--- config.mk ---
export PLATFORM = sky130hd
export DESIGN_NAME = id_ex_pipeline_flat
export DESIGN_NICKNAME = d
export VERILOG_FILES = /design/src/rtl/id_ex_pipeline_if.sv /design/src/rtl/id_ex_pipeline.sv /design/src/flat_wrapper.sv
export SDC_FILE = /design/constraint.sdc
export NUM_CORES = 1
export LEC_CHECK = 0
export ABC_AREA = 1
export CORE_MARGIN = 3
export CORE_UTILIZATION = 40
export DETAILED_ROUTE_END_ITERATION = 8
export GPL_TIMING_DRIVEN = 0
export PLACE_DENSITY = 0.9
export SLEW_MARGIN = 20
export SYNTH_ARGS = -nofsm -noshare
export SYNTH_HDL_FRONTEND = slang
export SYNTH_SLANG_ARGS = --single-unit
export TNS_END_PERCENT = 100
--- constraint.sdc ---
create_clock -name Clk -period 2.1 [get_ports Clk]
set_input_delay 0.315 -clock Clk [delete_from_list [all_inputs] [get_ports Clk]]
set_output_delay 0.315 -clock Clk [all_outputs]
set_load 0.02 [all_outputs]
--- src/rtl/id_ex_pipeline_if.sv ---
// ID/EX pipeline bundle: decode-side fields, write-back port, redirect,
// and the registered EX-side view with load-use stall status.
interface id_ex_pipeline_if #(
    parameter int ALUOP_WIDTH = 4
);
    logic [31:0]            Read_Data_1_ID;
    logic [31:0]            Read_Data_2_ID;
    logic [31:0]            Immediate_ID;
    logic [4:0]             Rs_ID;
    logic [4:0]             Rt_ID;
    logic [4:0]             Rd_ID;
    logic                   Valid_ID;
    logic                   RegWrite_ID;
    logic                   MemRead_ID;
    logic                   MemWrite_ID;
    logic                   MemtoReg_ID;
    logic                   ALUSrc_ID;
    logic                   RegDst_ID;
    logic [ALUOP_WIDTH-1:0] ALUOp_ID;

    logic                   Flush_EX;

    logic                   RegWrite_WB;
    logic [4:0]             Write_Register_WB;
    logic [31:0]            Write_Data_WB;

    logic [31:0]            Read_Data_1_EX;
    logic [31:0]            Read_Data_2_EX;
    logic [31:0]            Immediate_EX;
    logic [4:0]             Rs_EX;
    logic [4:0]             Rt_EX;
    logic [4:0]             Rd_EX;
    logic                   Valid_EX;
    logic                   RegWrite_EX;
    logic                   MemRead_EX;
    logic                   MemWrite_EX;
    logic                   MemtoReg_EX;
    logic                   ALUSrc_EX;
    logic                   RegDst_EX;
    logic [ALUOP_WIDTH-1:0] ALUOp_EX;

    logic                   Stall_ID;
    logic [15:0]            Stall_Count;

    modport master (
        output Read_Data_1_ID, Read_Data_2_ID, Immediate_ID,
        output Rs_ID, Rt_ID, Rd_ID, Valid_ID,
        output RegWrite_ID, MemRead_ID, MemWrite_ID,
        output MemtoReg_ID, ALUSrc_ID, RegDst_ID, ALUOp_ID,
        output Flush_EX,
        output RegWrite_WB, Write_Register_WB, Write_Data_WB,
        input  Read_Data_1_EX, Read_Data_2_EX, Immediate_EX,
        input  Rs_EX, Rt_EX, Rd_EX, Valid_EX,
        input  RegWrite_EX, MemRead_EX, MemWrite_EX,
        input  MemtoReg_EX, ALUSrc_EX, RegDst_EX, ALUOp_EX,
        input  Stall_ID, Stall_Count
    );

    modport slave (
        input  Read_Data_1_ID, Read_Data_2_ID, Immediate_ID,
        input  Rs_ID, Rt_ID, Rd_ID, Valid_ID,
        input  RegWrite_ID, MemRead_ID, MemWrite_ID,
        input  MemtoReg_ID, ALUSrc_ID, RegDst_ID, ALUOp_ID,
        input  Flush_EX,
        input  RegWrite_WB, Write_Register_WB, Write_Data_WB,
        output Read_Data_1_EX, Read_Data_2_EX, Immediate_EX,
        output Rs_EX, Rt_EX, Rd_EX, Valid_EX,
        output RegWrite_EX, MemRead_EX, MemWrite_EX,
        output MemtoReg_EX, ALUSrc_EX, RegDst_EX, ALUOp_EX,
        output Stall_ID, Stall_Count
    );
endinterface

--- src/rtl/id_ex_pipeline.sv ---
// ID/EX pipeline register with load-use stall detection, redirect flush,
// write-back write-through and a saturating stall-cycle counter.
module id_ex_pipeline #(
    parameter int          ALUOP_WIDTH = 4,
    parameter logic [15:0] STALL_SAT   = 16'hFFFF
) (
    input logic             Clk,
    input logic             Reset_n,
    id_ex_pipeline_if.slave bus
);

    typedef struct packed {
        logic [31:0]            rd1;
        logic [31:0]            rd2;
        logic [31:0]            imm;
        logic [4:0]             rs;
        logic [4:0]             rt;
        logic [4:0]             rd;
        logic                   valid;
        logic                   reg_write;
        logic                   mem_read;
        logic                   mem_write;
        logic                   mem_to_reg;
        logic                   alu_src;
        logic                   reg_dst;
        logic [ALUOP_WIDTH-1:0] alu_op;
    } id_ex_t;

    id_ex_t      ex_q;
    id_ex_t      ex_d;
    id_ex_t      cap;
    logic [15:0] stall_cnt_q;
    logic [15:0] stall_cnt_d;

    logic hazard;
    logic stall;
    logic kill;
    logic wb_hit_rs;
    logic wb_hit_rt;
    logic rt_hit;

    // Rt of the EX load is matched against both ID sources, whether or
    // not the ID instruction actually reads Rt.
    assign rt_hit = (ex_q.rt == bus.Rs_ID) | (ex_q.rt == bus.Rt_ID);

    assign hazard = ex_q.valid & ex_q.mem_read & bus.Valid_ID
                  & (ex_q.rt != 5'd0) & rt_hit;

    assign stall = hazard & ~bus.Flush_EX;
    assign kill  = bus.Flush_EX | stall | ~bus.Valid_ID;

    assign wb_hit_rs = bus.RegWrite_WB
                     & (bus.Write_Register_WB != 5'd0)
                     & (bus.Write_Register_WB == bus.Rs_ID);

    assign wb_hit_rt = bus.RegWrite_WB
                     & (bus.Write_Register_WB != 5'd0)
                     & (bus.Write_Register_WB == bus.Rt_ID);

    always_comb begin
        cap            = '0;
        cap.rd1        = wb_hit_rs ? bus.Write_Data_WB
                                   : bus.Read_Data_1_ID;
        cap.rd2        = wb_hit_rt ? bus.Write_Data_WB
                                   : bus.Read_Data_2_ID;
        cap.imm        = bus.Immediate_ID;
        cap.rs         = bus.Rs_ID;
        cap.rt         = bus.Rt_ID;
        cap.rd         = bus.Rd_ID;
        cap.valid      = bus.Valid_ID;
        cap.reg_write  = bus.RegWrite_ID;
        cap.mem_read   = bus.MemRead_ID;
        cap.mem_write  = bus.MemWrite_ID;
        cap.mem_to_reg = bus.MemtoReg_ID;
        cap.alu_src    = bus.ALUSrc_ID;
        cap.reg_dst    = bus.RegDst_ID;
        cap.alu_op     = bus.ALUOp_ID;
    end

    always_comb begin
        ex_d = cap;
        if (kill) begin
            ex_d = '0;
        end
    end

    always_comb begin
        stall_cnt_d = stall_cnt_q;
        if (stall && (stall_cnt_q != STALL_SAT)) begin
            stall_cnt_d = stall_cnt_q + 16'd1;
        end
    end

    always_ff @(posedge Clk or negedge Reset_n) begin
        if (!Reset_n) begin
            ex_q        <= '0;
            stall_cnt_q <= '0;
        end else begin
            ex_q        <= ex_d;
            stall_cnt_q <= stall_cnt_d;
        end
    end

    assign bus.Read_Data_1_EX = ex_q.rd1;
    assign bus.Read_Data_2_EX = ex_q.rd2;
    assign bus.Immediate_EX   = ex_q.imm;
    assign bus.Rs_EX          = ex_q.rs;
    assign bus.Rt_EX          = ex_q.rt;
    assign bus.Rd_EX          = ex_q.rd;
    assign bus.Valid_EX       = ex_q.valid;
    assign bus.RegWrite_EX    = ex_q.reg_write;
    assign bus.MemRead_EX     = ex_q.mem_read;
    assign bus.MemWrite_EX    = ex_q.mem_write;
    assign bus.MemtoReg_EX    = ex_q.mem_to_reg;
    assign bus.ALUSrc_EX      = ex_q.alu_src;
    assign bus.RegDst_EX      = ex_q.reg_dst;
    assign bus.ALUOp_EX       = ex_q.alu_op;
    assign bus.Stall_ID       = stall;
    assign bus.Stall_Count    = stall_cnt_q;

endmodule
--- src/flat_wrapper.sv ---
// flat-port wrapper written by rule: the top's interface ports become plain ports
module id_ex_pipeline_flat 
#(
    parameter int          ALUOP_WIDTH = 4,
    parameter logic [15:0] STALL_SAT   = 16'hFFFF
)
  (Clk, Reset_n, bus_Read_Data_1_ID, bus_Read_Data_2_ID, bus_Immediate_ID, bus_Rs_ID, bus_Rt_ID, bus_Rd_ID, bus_Valid_ID, bus_RegWrite_ID, bus_MemRead_ID, bus_MemWrite_ID, bus_MemtoReg_ID, bus_ALUSrc_ID, bus_RegDst_ID, bus_ALUOp_ID, bus_Flush_EX, bus_RegWrite_WB, bus_Write_Register_WB, bus_Write_Data_WB, bus_Read_Data_1_EX, bus_Read_Data_2_EX, bus_Immediate_EX, bus_Rs_EX, bus_Rt_EX, bus_Rd_EX, bus_Valid_EX, bus_RegWrite_EX, bus_MemRead_EX, bus_MemWrite_EX, bus_MemtoReg_EX, bus_ALUSrc_EX, bus_RegDst_EX, bus_ALUOp_EX, bus_Stall_ID, bus_Stall_Count);
  id_ex_pipeline_if #(.ALUOP_WIDTH(ALUOP_WIDTH)) bus_i ();
  input logic Clk;
  input logic Reset_n;
  input wire logic [$bits(bus_i.Read_Data_1_ID)-1:0] bus_Read_Data_1_ID;
  input wire logic [$bits(bus_i.Read_Data_2_ID)-1:0] bus_Read_Data_2_ID;
  input wire logic [$bits(bus_i.Immediate_ID)-1:0] bus_Immediate_ID;
  input wire logic [$bits(bus_i.Rs_ID)-1:0] bus_Rs_ID;
  input wire logic [$bits(bus_i.Rt_ID)-1:0] bus_Rt_ID;
  input wire logic [$bits(bus_i.Rd_ID)-1:0] bus_Rd_ID;
  input wire logic [$bits(bus_i.Valid_ID)-1:0] bus_Valid_ID;
  input wire logic [$bits(bus_i.RegWrite_ID)-1:0] bus_RegWrite_ID;
  input wire logic [$bits(bus_i.MemRead_ID)-1:0] bus_MemRead_ID;
  input wire logic [$bits(bus_i.MemWrite_ID)-1:0] bus_MemWrite_ID;
  input wire logic [$bits(bus_i.MemtoReg_ID)-1:0] bus_MemtoReg_ID;
  input wire logic [$bits(bus_i.ALUSrc_ID)-1:0] bus_ALUSrc_ID;
  input wire logic [$bits(bus_i.RegDst_ID)-1:0] bus_RegDst_ID;
  input wire logic [$bits(bus_i.ALUOp_ID)-1:0] bus_ALUOp_ID;
  input wire logic [$bits(bus_i.Flush_EX)-1:0] bus_Flush_EX;
  input wire logic [$bits(bus_i.RegWrite_WB)-1:0] bus_RegWrite_WB;
  input wire logic [$bits(bus_i.Write_Register_WB)-1:0] bus_Write_Register_WB;
  input wire logic [$bits(bus_i.Write_Data_WB)-1:0] bus_Write_Data_WB;
  output wire logic [$bits(bus_i.Read_Data_1_EX)-1:0] bus_Read_Data_1_EX;
  output wire logic [$bits(bus_i.Read_Data_2_EX)-1:0] bus_Read_Data_2_EX;
  output wire logic [$bits(bus_i.Immediate_EX)-1:0] bus_Immediate_EX;
  output wire logic [$bits(bus_i.Rs_EX)-1:0] bus_Rs_EX;
  output wire logic [$bits(bus_i.Rt_EX)-1:0] bus_Rt_EX;
  output wire logic [$bits(bus_i.Rd_EX)-1:0] bus_Rd_EX;
  output wire logic [$bits(bus_i.Valid_EX)-1:0] bus_Valid_EX;
  output wire logic [$bits(bus_i.RegWrite_EX)-1:0] bus_RegWrite_EX;
  output wire logic [$bits(bus_i.MemRead_EX)-1:0] bus_MemRead_EX;
  output wire logic [$bits(bus_i.MemWrite_EX)-1:0] bus_MemWrite_EX;
  output wire logic [$bits(bus_i.MemtoReg_EX)-1:0] bus_MemtoReg_EX;
  output wire logic [$bits(bus_i.ALUSrc_EX)-1:0] bus_ALUSrc_EX;
  output wire logic [$bits(bus_i.RegDst_EX)-1:0] bus_RegDst_EX;
  output wire logic [$bits(bus_i.ALUOp_EX)-1:0] bus_ALUOp_EX;
  output wire logic [$bits(bus_i.Stall_ID)-1:0] bus_Stall_ID;
  output wire logic [$bits(bus_i.Stall_Count)-1:0] bus_Stall_Count;
  assign bus_i.Read_Data_1_ID = bus_Read_Data_1_ID;
  assign bus_i.Read_Data_2_ID = bus_Read_Data_2_ID;
  assign bus_i.Immediate_ID = bus_Immediate_ID;
  assign bus_i.Rs_ID = bus_Rs_ID;
  assign bus_i.Rt_ID = bus_Rt_ID;
  assign bus_i.Rd_ID = bus_Rd_ID;
  assign bus_i.Valid_ID = bus_Valid_ID;
  assign bus_i.RegWrite_ID = bus_RegWrite_ID;
  assign bus_i.MemRead_ID = bus_MemRead_ID;
  assign bus_i.MemWrite_ID = bus_MemWrite_ID;
  assign bus_i.MemtoReg_ID = bus_MemtoReg_ID;
  assign bus_i.ALUSrc_ID = bus_ALUSrc_ID;
  assign bus_i.RegDst_ID = bus_RegDst_ID;
  assign bus_i.ALUOp_ID = bus_ALUOp_ID;
  assign bus_i.Flush_EX = bus_Flush_EX;
  assign bus_i.RegWrite_WB = bus_RegWrite_WB;
  assign bus_i.Write_Register_WB = bus_Write_Register_WB;
  assign bus_i.Write_Data_WB = bus_Write_Data_WB;
  assign bus_Read_Data_1_EX = bus_i.Read_Data_1_EX;
  assign bus_Read_Data_2_EX = bus_i.Read_Data_2_EX;
  assign bus_Immediate_EX = bus_i.Immediate_EX;
  assign bus_Rs_EX = bus_i.Rs_EX;
  assign bus_Rt_EX = bus_i.Rt_EX;
  assign bus_Rd_EX = bus_i.Rd_EX;
  assign bus_Valid_EX = bus_i.Valid_EX;
  assign bus_RegWrite_EX = bus_i.RegWrite_EX;
  assign bus_MemRead_EX = bus_i.MemRead_EX;
  assign bus_MemWrite_EX = bus_i.MemWrite_EX;
  assign bus_MemtoReg_EX = bus_i.MemtoReg_EX;
  assign bus_ALUSrc_EX = bus_i.ALUSrc_EX;
  assign bus_RegDst_EX = bus_i.RegDst_EX;
  assign bus_ALUOp_EX = bus_i.ALUOp_EX;
  assign bus_Stall_ID = bus_i.Stall_ID;
  assign bus_Stall_Count = bus_i.Stall_Count;
  id_ex_pipeline #(.ALUOP_WIDTH(ALUOP_WIDTH), .STALL_SAT(STALL_SAT)) u_core (.Clk(Clk), .Reset_n(Reset_n), .bus(bus_i));
endmodule
# --- Word level (Yosys, flattened, before mapping) ---
# Index checks and enable logic that the tools add are counted.
word_totals:
  reg_bits: 138
  in_bits: 163
op_classes:
  n_addsub: 1
  n_eq_ne: 5
  n_mux: 3
  bitwise: 13
  n_reduce_logical: 3
op_table:
  columns: ["cell", "n"]
  rows:
  - ["$mux 122", 1]
  - ["$mux 32", 2]
  - ["$eq 5x5->1", 4]
  - ["$add 16x1->16 const B", 1]
  - ["$ne 16x16->1 const B", 1]
  - ["$reduce_bool 5->1", 2]
  - ["$and 1x1->1", 8]
  - ["$or 1x1->1", 3]
  - ["$not 1->1", 2]
  - ["$logic_and 1x1->1", 1]

# --- Longest topological paths before layout ---
logic_depth:
  depth_word: 8
  ltp_mapped: 11

# --- Worst setup path before layout ---
# No wires, ideal clock.
synth_path:
  path_type: "register -> register"
  start: "reg u_core.stall_cnt_q[0] (netlist: u_core.bus.Stall_Count[0])"
  end: "reg u_core.stall_cnt_q[12] (netlist: u_core.bus.Stall_Count[12])"
  setup_ns: 0.117
  t_arrival_ns: 1.519
  required_time_ns: 1.983
  path_slack_ns: 0.464
  path_stages_with_launch: 9
  path_buffers: 1
  period_less_slack_ns: 1.636
  path_cell_list: "dfrtp_1 > ha_1 > nand3_1 > inv_1 > nand3_1 > nand4_2 > buf_2 > nand2_1 > nand2_1"
synth_between:
  elab_chain_cells: 2
  word_cells_on_any_way: 3
  classes_between: "1 x add/sub; 1 x eq/ne; 1 x reduce/logical"
synth_rtl:
  columns: ["item", "line", "text"]
  rows:
  - ["start, declared", "id_ex_pipeline.sv:32", "logic [15:0] stall_cnt_q;"]
  - ["start signal, assigned", "id_ex_pipeline.sv:100", "stall_cnt_q <= stall_cnt_d;"]
  - ["parallel branches: the longest is 2 deep, another holds $add 16x1->16", null, null]
# Several ways; the timed one is not identified.
# A chain may end at the register's enable or synchronous reset.

# --- Worst setup path in the final report ---
layout_path:
  start: "in bus_Rt_ID[2]"
  end: "out bus_Stall_ID"
layout_between:
  elab_chain_cells: 4
layout_rtl:
  columns: ["item", "line", "text"]
  rows:
  - ["start, declared", "flat_wrapper.sv:15", "input wire logic [$bits(bus_i.Rt_ID)-1:0] bus_Rt_ID;"]
  - ["$eq 5x5->1", "id_ex_pipeline.sv:44", "assign rt_hit = (ex_q.rt == bus.Rs_ID) | (ex_q.rt == bus.Rt_ID);"]
  - ["$or 1x1->1", "id_ex_pipeline.sv:44", null]
  - ["$and 1x1->1", "id_ex_pipeline.sv:47", "& (ex_q.rt != 5'd0) & rt_hit;"]
  - ["$and 1x1->1", "id_ex_pipeline.sv:49", "assign stall = hazard & ~bus.Flush_EX;"]
  - ["end, declared", "flat_wrapper.sv:43", "output wire logic [$bits(bus_i.Stall_ID)-1:0] bus_Stall_ID;"]
# Every way passes these cells.

==> results.toml <==
[outcome]
status = "finished clean"

[worst_setup_path]
reg2reg_depth = 8
rrSetupSlack_ns = 0.29
endpoint_kind = "output port"
slowest_stage = "clkdlybuf4s50_1"
crit_path_start_kind = "input port"
cp-endpoint = "bus_Stall_ID"
rr_startpoint = "u_core.bus.Stall_Count[0]$_DFFE_PN0P_"
path_max_fanout = 3
slowest_delay_ns = 0.56
timing.rr.end = "u_core.bus.Stall_Count[11]$_DFFE_PN0P_"
startpoint = "bus_Rt_ID[2]"
path_class = "in2out"
cp_data_required_time_ns = 1.78
critPathArrivalTime_ns = 1.70
worstPathCellList = "clkdlybuf4s50_1 -> inv_1 -> nand2_1 -> nand2_1 -> nor2_1 -> nand3_1 -> nand2_2 -> nand3_2 -> inv_1 -> buf_4"

[sta]
slew_violations = 0
fin_crit_sh = 0.9577
finalSetupViolCount = 0
whs_ns = 0.2323
fmax_mhz = 497.2
fin_skew_ns = 0.008144
hold_violations = 0
slew-limit-headroom = 0.6124
grt_setup_unrepaired = "yes"
finalCriticalPeriod_ns = 2.011
max_slew.worst_pin.slew_ns = 0.5793

[die]
core_region_area_um2 = 14590
row_count = 44
start_util = 0.4117
die_h_um = 128.5
io-pin-count = 302
die_w_um = 128.5
die_area_um2 = 16520

[pwr]
total_power_mw = 7.105
p_switching_mw = 1.778
internal_power_mw = 5.328
p_sw_frac = 0.2502
seqPwrFrac = 0.392
leakagePower_nw = 4.751
power_density_nw_per_um2 = 714.3
vdd_drop_max_v = 0.0004911
power_frac_comb = 0.154
p_clk_frac = 0.454

[place]
port_buffers = 301
dp.cells = 1144
hpwlAfterDp_um = 15870
gp_congestion = 0.9150

[global_routing]
grt_pass1_wl_um = 32390
grt_overflow = 0
antenna_found_initial = 0
grt_use_total = 0.2540
grt_pass1_vias = 5956
grt_max_degree = 80

[yosys]
synth_edf_count = 0
yosys.area.top_type = "dfrtp_1"
netlist_top_cells_area = "dfrtp_1 (57%), nand2_1 (9.0%), nand4_1 (7.4%)"
synthDominantCellAreaShare = 0.5750
ys.warnings.count = 0
seq_area_frac_synth = 0.5750
yosysMostFrequentCell = "nand2_1"
synthArstFlopShare = 1.000
syn-instance-count = 658
ys_ff_latch = 138
netlist_area_um2 = 6006
synth_commonest_cells = "nand2_1 (144), dfrtp_1 (138), inv_1 (76), nor2_1 (75), nand4_1 (71)"
ys.flop_type = "dfrtp_1"
syn_nets = 822
yosys.cell_types.count = 25
syn_area_per_cell_um2 = 9.127

[final_layout]
nFillCells = 1077
utilization = 0.6818
final_cell_count_no_fill = 1178
final_layout_size_suffix_gt1_frac = 0.09155
num_antenna_cells = 0
area_delta_synth_final_pct = 65.63
nNetsFinal = 1145

[clock_network]
cts.clk_slew.worst_paths_ns = 0.05
cts_sinks = 138
cts.path.max_buffers = 2
cts_max_level = 4
clkLatencyLatePin_ns = 0.42
root_buffer = "clkbuf_16"
tritoncts = "yes"
cts_inserted_buffers = 17

[routing]
postRouteAntennaNets = 0
via_count = 5979
drcViolationCount = 0
avgViaCountPerCell = 5.076
wire_per_inst_um = 17.90
detail_route.iter0.violations = 433
firstDrtPassIters = 7
routed_wl_um = 21080

[worst_hold_path]
hold_class = "in2reg"

[flow_run]
maxCapViolCount = 0
stage by stage:
stage	setup TNS, ns	worst slack, ns	instance area, µm²
6_report	0	0.08893	9947
5_1_grt	-0.02930	-0.02930	9947
4_1_cts	0	0.03947	9930
3_5_place_dp	-22.37	-0.4329	9281
3_3_place_gp	-674.93	-4.748	9249
2_1_floorplan	0	0.4642	6006
registers in the layout, indices dropped and copies added, names as in the netlist, 4 cells and up:
register and count:
u_core.bus.ALUOp_EX 4, u_core.bus.Immediate_EX 32, u_core.bus.Rd_EX 5, u_core.bus.Read_Data_1_EX 32
u_core.bus.Read_Data_2_EX 32, u_core.bus.Rs_EX 5, u_core.bus.Rt_EX 5, u_core.bus.Stall_Count 16
metal layers:
metal  wire, µm  share of wire  track usage
met1       7865           0.37       0.3081
met2      10750           0.51       0.4321
met3       1944          0.092      0.07763
met4        529          0.025      0.08586
met5          0              0            0
critical path: cells and delay by family:
kind | cells | cell delay (ns)
AND/OR/NAND/NOR | 6 | 0.49
buffers and inverters | 4 | 0.88
power by group through the flow:
| stage | Combinational (mW) | Sequential [mW] | Clock (mW) |
|---|---|---|---|
| after global routing | 1.17 | 2.79 | 3.40 |
| final | 1.10 | 2.79 | 3.22 |
| after floorplan | 0.275 | 2.95 | 0 |
| after CTS | 1.09 | 2.79 | 3.28 |
| after global placement | 1.06 | 2.83 | 0 |
| after detailed placement | 1.08 | 2.83 | 0 |
worst min path at each step:
stage | start | endpoint | slack, ns | cells past startpoint
6_report | bus_Rs_ID[4] | u_core.bus.Rs_EX[4]$_DFF_PN0_ | 0.23 | 3
5_1_grt | bus_Rs_ID[4] | u_core.bus.Rs_EX[4]$_DFF_PN0_ | 0.23 | 3
4_1_cts | bus_ALUOp_ID[3] | u_core.bus.ALUOp_EX[3]$_DFF_PN0_ | 0.39 | 3
3_5_place_dp | Reset_n | u_core.bus.Read_Data_1_EX[18]$_DFF_PN0_ | 0.27 | 1
3_3_place_gp | u_core.bus.Stall_Count[1]$_DFFE_PN0P_ | u_core.bus.Stall_Count[1]$_DFFE_PN0P_ | 0.52 | 2
2_1_floorplan | Reset_n | u_core.bus.ALUOp_EX[0]$_DFF_PN0_ | 0.02 | 0
logic make-up after synthesis:
family,Yosys count,share of synthesized area
AO/OA/AOI/OAI,66,0.05979
XOR/XNOR,26,0.03792
adder cells (fa/ha/maj),1,0.002083
buffers and inverters,117,0.09062
flip-flops,138,0.5750
AND/OR/NAND/NOR,310,0.2346
cell usage in the layout (no fill, tap or decap), types with 7 or more instances in the layout:
master           netlist  final
xnor2_1                7      7
a21oi_1               57     57
inv_1                 76     76
clkbuf_16              0     17
nand2_1              144    143
buf_6                  9      9
nand3_1                9      9
nand4_1               71     71
xor2_1                19     19
buf_2                 27     27
nor2_1                75     74
a21oi_2                7      7
clkdlybuf4s50_1        0    297
dfrtp_1              138    137
timing repair:
| action | in CTS | in global routing |
|---|---|---|
| pin swaps | 0 | 0 |
| endpoints found under the hold margin | 59 | 0 |
| hold buffers | 1 | 0 |
| setup buffers | 1 | 0 |
| setup endpoints to repair | 1 | 13 |
| resized for setup | 5 | 6 |
layout make-up:
class | instances | area (µm²) | area share
Multi-Input combinational cell | 403 | 2019 | 0.2030
Clock inverter | 13 | 190.2 | 0.01912
Sequential cell | 138 | 3455 | 0.3473
Timing Repair Buffer | 304 | 3065 | 0.3082
Tap cell | 184 | 230.2 | 0.02314
Clock buffer | 19 | 442.9 | 0.04453
Inverter | 77 | 289.0 | 0.02906
Buffer | 40 | 255.2 | 0.02566
Note: power is estimated with default switching activity, not from simulation.
